[src/rtl/ppe_weight_rx.sv]
// Receive endpoint for filter-weight packets: reassembles a 3+2 weight burst
// addressed to PE_ID into one 5-weight row and hands it off over valid/ready.
module ppe_weight_rx #(
  parameter logic [3:0] PE_ID            = 4'd5,
  parameter int         WEIGHT_WIDTH     = 8,
  parameter logic [3:0] OP_WEIGHT        = 4'd0,
  parameter logic [3:0] OP_TIMESTEP_DONE = 4'd15
) (
  input  logic                      clk,
  input  logic                      reset,
  input  logic [32:0]               in_packet,
  input  logic                      in_valid,
  output logic                      in_ready,
  output logic [5*WEIGHT_WIDTH-1:0] row_data,
  output logic                      row_valid,
  input  logic                      row_ready,
  output logic                      ts_done,
  output logic [2:0]                row_count,
  output logic                      err
);

  typedef enum logic [1:0] {
    WAIT_LO = 2'd0,
    WAIT_HI = 2'd1,
    FULL    = 2'd2
  } state_t;

  state_t                    state_q, state_d;
  logic [3*WEIGHT_WIDTH-1:0] lo_q, lo_d;
  logic [5*WEIGHT_WIDTH-1:0] row_q, row_d;
  logic                      tsDone_q, tsDone_d;
  logic                      err_q, err_d;
  logic [2:0]                count_q, count_d;

  logic [3:0]  pktDest;
  logic [3:0]  pktOp;
  logic [24:0] pktData;
  logic        pktFire;
  logic        pktOwn;
  logic        unusedDataBits;

  assign pktDest = in_packet[32:29];
  assign pktOp   = in_packet[28:25];
  assign pktData = in_packet[24:0];
  assign unusedDataBits = ^pktData[24:3*WEIGHT_WIDTH];

  // Backpressure is a pure decode of the state register, held low during reset.
  assign in_ready = !reset && (state_q != FULL);
  assign pktFire  = in_valid && in_ready;
  assign pktOwn   = (pktDest == PE_ID);

  always_comb begin
    state_d  = state_q;
    lo_d     = lo_q;
    row_d    = row_q;
    tsDone_d = 1'b0;
    err_d    = err_q;
    count_d  = count_q;
    case (state_q)
      WAIT_LO: begin
        if (pktFire && pktOwn) begin
          if (pktOp == OP_WEIGHT) begin
            lo_d    = pktData[3*WEIGHT_WIDTH-1:0];
            state_d = WAIT_HI;
          end else if (pktOp == OP_TIMESTEP_DONE) begin
            tsDone_d = 1'b1;
          end else begin
            err_d = 1'b1;
          end
        end
      end
      WAIT_HI: begin
        if (pktFire && pktOwn) begin
          if (pktOp == OP_WEIGHT) begin
            // row_data only changes here, so it stays stable until the next full row
            row_d   = {pktData[2*WEIGHT_WIDTH-1:0], lo_q};
            state_d = FULL;
          end else if (pktOp == OP_TIMESTEP_DONE) begin
            tsDone_d = 1'b1;
            lo_d     = '0;
            state_d  = WAIT_LO;
          end else begin
            err_d = 1'b1;
          end
        end
      end
      FULL: begin
        if (row_ready) begin
          state_d = WAIT_LO;
          if (count_q != 3'd7) begin
            count_d = count_q + 3'd1;
          end
        end
      end
      default: begin
        state_d = WAIT_LO;
      end
    endcase
  end

  always_ff @(posedge clk) begin
    if (reset) begin
      state_q  <= WAIT_LO;
      lo_q     <= '0;
      row_q    <= '0;
      tsDone_q <= 1'b0;
      err_q    <= 1'b0;
      count_q  <= 3'd0;
    end else begin
      state_q  <= state_d;
      lo_q     <= lo_d;
      row_q    <= row_d;
      tsDone_q <= tsDone_d;
      err_q    <= err_d;
      count_q  <= count_d;
    end
  end

  assign row_data  = row_q;
  assign row_valid = (state_q == FULL);
  assign ts_done   = tsDone_q;
  assign row_count = count_q;
  assign err       = err_q;

endmodule

[config.mk]
export PLATFORM = sky130hd
export DESIGN_NAME = ppe_weight_rx
export DESIGN_NICKNAME = d
export VERILOG_FILES = /design/src/rtl/ppe_weight_rx.sv
export SDC_FILE = /design/constraint.sdc
export NUM_CORES = 1
export LEC_CHECK = 0
export BUFFER_PORTS_ARGS = -buffer_cell sky130_fd_sc_hd__buf_2
export CAP_MARGIN = 10
export CORE_UTILIZATION = 50
export CTS_BUF_LIST = sky130_fd_sc_hd__clkbuf_4 sky130_fd_sc_hd__clkbuf_8
export DETAILED_ROUTE_END_ITERATION = 8
export PLACE_DENSITY_LB_ADDON = 0.05
export SYNTH_ARGS = -nofsm -noshare
export SYNTH_HDL_FRONTEND = slang
export SYNTH_SLANG_ARGS = --single-unit
[constraint.sdc]
create_clock -name clk -period 3.4 [get_ports clk]
set_input_delay 0.34 -clock clk [delete_from_list [all_inputs] [get_ports clk]]
set_output_delay 0.34 -clock clk [all_outputs]
set_load 0.02 [all_outputs]
### Word-level counts from Yosys, hierarchy flattened

Index checks and enable logic that the tools add are counted.
Widths: inputs -> output; s select.

* flip-flop bits (word level): 71
* input bits: 37
* output and inout bits: 47
* logic and storage cells: 52

* add/subtract/negate cells: 1
* eq/ne operators: 13
* muxes and demuxes: 14
* bitwise logic cells: 4
* reduce and logical (&&, ||, !) cells: 14

Operator list (number)
* $mux 24: 5
* $pmux 24 s2: 1
* $mux 2: 6
* $ne 2x2->1 const B: 6
* $ne 3x3->1 const B: 2
* $pmux 2 s3: 1
* $reduce_and 3->1: 2
* $reduce_and 6->1: 1
* $reduce_and 5->1: 1
* $eq 4x3->1 const B: 1
* $eq 4x4->1 const B: 1
* $logic_not 4->1: 1
* $not 1->1: 4
* $reduce_and 4->1: 1
* $reduce_or 4->1: 1
* $add 3x1->3 const B: 1
* $logic_and 1x1->1: 3
* $eq 2x1->1 const B: 1
* $eq 2x2->1 const B: 1
* $logic_not 2->1: 1
* $ne 2x1->1 const B: 1
* $reduce_bool 2->1: 1
* $reduce_or 2->1: 1
* $logic_not 1->1: 1
* $mux 1: 1

### Longest topological paths before layout

* word-level depth: 6
* depth in mapped cells: 6
* depth with buffers taken out: 5

### Least setup slack after synthesis

Ideal clock, no wire load.

* path type: register to register
* start: register state_q[1]
* end: register count_q[1] (netlist: row_count[1])
* setup time: 0.128 ns
* data arrival time: 1.425 ns
* data required time: 3.272 ns
* path slack: 1.848 ns
* cell stages (with the launch flop): 5
* buffers on the path: 0
* period minus slack after synthesis: 1.552 ns
* cells stage by stage: dfxtp_1 nor2b_1 nor3b_2 mux2i_1 nor2_1

* longest elaborated chain between the ends: 2

RTL lines
* from (decl): RTL line 28 `state_t state_q, state_d;`
* from (signal assigned): RTL line 110 `state_q <= state_d;`
* $eq 2x2->1
* named net row_valid: RTL line 15 `output logic row_valid,`
* $reduce_and 3->1 (no line)
* to (signal assigned): RTL line 115 `count_q <= count_d;`
* to (decl): RTL line 33 `logic [2:0] count_q, count_d;`

The timed path passes the listed nets, and every way through them passes these cells.
A chain may end at the register's enable or synchronous reset.

### Worst setup path in the final report

* start: register state_q[1]
* end: register lo_q[3]

* longest elaborated chain between the ends: 6
* elaborated cells between the ends (all ways): 14
* classes of those cells: 7 x eq/ne; 1 x mux; 6 x reduce/logical

RTL lines
* $ne 2x2->1: RTL line 48 `assign in_ready = !reset && (state_q != FULL);`
* $logic_and 1x1->1: RTL line 48
* $logic_and 1x1->1: RTL line 49 `assign pktFire = in_valid && in_ready;`
* $logic_and 1x1->1: RTL line 61, 73
* $ne 2x2->1 (no line)
* $reduce_and 6->1 (no line)
* to (signal assigned): RTL line 111 `lo_q <= lo_d;`
* to (decl): RTL line 29 `logic [3*WEIGHT_WIDTH-1:0] lo_q, lo_d;`

Parallel ways exist; a longest one is shown, timed or not.

==> flow_summary.ini <==
[pwr]
p_per_area_mw_per_mm2 = 510
p_leak_nw = 1.35
switchingPower_w = 0.000335
comb_power_share_pct = 3.2
peakVddDrop_v = 0.000344
clockPowerShare_pct = 44.9
power_switching_share_pct = 20.9
seqPwrFrac_pct = 51.8
intPower_w = 0.00127

[cells_and_area]
syn_to_final_growth_pct = 25.5
n_fill_cell = 430
drive_gt1_share_pct = 30.6
fin_nets = 387
final_core_util_pct = 65.8
antenna_cells = 0

[detailed_routing]
viasPerCell = 5.02
drtAntennaViolNets = 0
drt-wirelength-per-cell_um = 12.5
first_pass_iters = 4
drtIter0Drc = 122
vias = 2110
drc = 0
finalWirelength_mm = 5.25

[critical_path]
critPathMaxStageDelay_ps = 880
crit_path_start_kind = flip-flop
slowest_stage = o211ai_2
crit_type = reg -> reg
cp_max_fo = 24
critical_path_arrival_ps = 2120
endpoint_kind = flip-flop
path_cells = and3b_1, o211ai_2, a22o_1
cp_data_required_time_ps = 3670

[clock_tree]
cts.sinks = 71
clk_latency_ps = 330
clkTransAtPathRegs_ps = 70
hold_buffers = 0
numCtsBuffers = 9
tritoncts = yes
cts_resized = 0
cts_buffer_depth = 2
postCtsSetupBuffers = 0
cts-root-buf = clkbuf_8
cts_max_level = 3

[timing]
rsz0062_at_grt = no
whs_ps = 224
worst_slew_pin_slew_ps = 1140
final-hold-violation-count = 0
post-route-period-util_pct = 54.6
fin_skew_ps = 11.0
fmax_mhz = 539
finalSetupTns_ps = 0
slew_headroom_pct = 24.0
min_period_ps = 1850
setup_viol = 0
slew_violations = 0

[placed_design]
io_buffers = 82
dp_hpwl_mm = 3.28
place_congestion = 0.718

[synthesis]
netlist_instances = 269
synth_edf_count = 0
synth.most_common_cell = nand2_1
syn_area_mm2 = 0.00251
yosysUniqueCellTypes = 29
synth_area_leader_cell = dfxtp_1
async_flop_share_pct = 0
avgSynthCellArea_um2 = 9.33
ys_ff_latch = 71
syn-num-nets = 308
synth_common_cells = nand2_1 (82), dfxtp_1 (71), a21oi_1 (40), a22o_1 (24), clkbuf_1 (9)
synth_top_area_share_pct = 56.7
synth_warnings = 0
yosysSeqAreaShare_pct = 56.7
synth_flop_cell = dfxtp_1
yosys-top-cells-area = dfxtp_1 (57%), nand2_1 (12%), a22o_1 (8.4%), a21oi_1 (8.0%), clkbuf_1 (1.3%)

[global_routing]
track_usage_pct = 21.2
antenna_found_initial = 0
overflow = 0
grt_max_degree = 41
grt_first_pass_wirelength_mm = 8.53
grt_pass1_vias = 1890

[floorplanning]
core_mm2 = 0.00479
initial_core_util_pct = 52.4
die_h_um = 72.8
die_width_um = 72.8
fp.dieArea_mm2 = 0.00530
rows = 25
io_pins = 84

[flow_run]
cap_violations = 0

[worst_hold_path]
hold_path_class = in -> reg

[outcome]
status = finished clean
==> placed cells by master (no fill, tap or decap), drive strengths merged, types with 3 or more instances in the layout <==
cell / instances
a22o: 24
nand4: 3
nand2: 82
buf: 86
dfxtp: 71
a21oi: 40
nor2: 8
clkbuf: 10
==> layer usage <==
metal	track usage [%]	part of all wire (%)	vias up
li1	-	-	1078
met1	26.9	46	965
met2	34.3	47	62
met3	4.83	6.0	5
met4	9.80	1.1	0
met5	0	0	-
==> layout make-up <==
type	instances	area [um2]	share of cell area [%]
Sequential cell	71	1420	45.2
Multi-Input combinational cell	179	982	31.2
Timing Repair Buffer	86	440	14.0
Clock buffer	10	131	4.17
Clock inverter	6	85.1	2.70
Tap cell	67	83.8	2.66
Inverter	1	3.75	0.119
==> worst max-delay path: cells and delay by family, from the launching register on <==
kind	cells	cell delay [ps]
compound gates	2	1150
simple gates	1	230
flops	1	410
==> state kept, by name, summed over array words and instances, names as in the netlist <==
register / flops
err: 1
row_count: 3
state_q: 2
ts_done: 1
row_data: 40
lo_q: 24
==> logic make-up after synthesis <==
family                   count (synthesis)  share of synthesized area (%)
multiplexers                             2                          0.798
flip-flops                              71                           56.7
XOR/XNOR                                 1                          0.349
AO/OA/AOI/OAI                           68                           17.8
buffers and inverters                   19                           4.19
adder cells (fa/ha/maj)                  2                          0.997
AND/OR/NAND/NOR                        106                           19.2
==> through the flow <==
stage	instances	worst slack, ps	power [W]	instance area, um2
floorplan	269	1850	0.000873	2510
global placement	404	1280	0.000904	2930
detailed placement	404	1290	0.000904	2930
CTS	420	1530	0.00162	3150
global route	420	1380	0.00166	3150
finish	420	1550	0.00161	3150
==> power groups by stage <==
| stage | clock network, W | registers, W | logic (W) |
|---|---|---|---|
| floorplan | 0 | 0.000852 | 0.0000207 |
| global placement | 0 | 0.000852 | 0.0000524 |
| detailed placement | 0 | 0.000852 | 0.0000523 |
| CTS | 0.000738 | 0.000832 | 0.0000525 |
| global route | 0.000768 | 0.000832 | 0.0000575 |
| finish | 0.000722 | 0.000832 | 0.0000521 |
==> worst paths after layout <==
check / depth (start not counted) / startpoint / end / slack, ps
max reg2reg: 3 / state_q[1] / lo_q[3] / 1550
min reg2reg: 2 / row_data[18] / row_data[18] / 450
max: 3 / state_q[1] / lo_q[3] / 1550
min: 2 / in_packet[20] / lo_q[20] / 220
No activity file was read; power rests on OpenSTA's default activity.
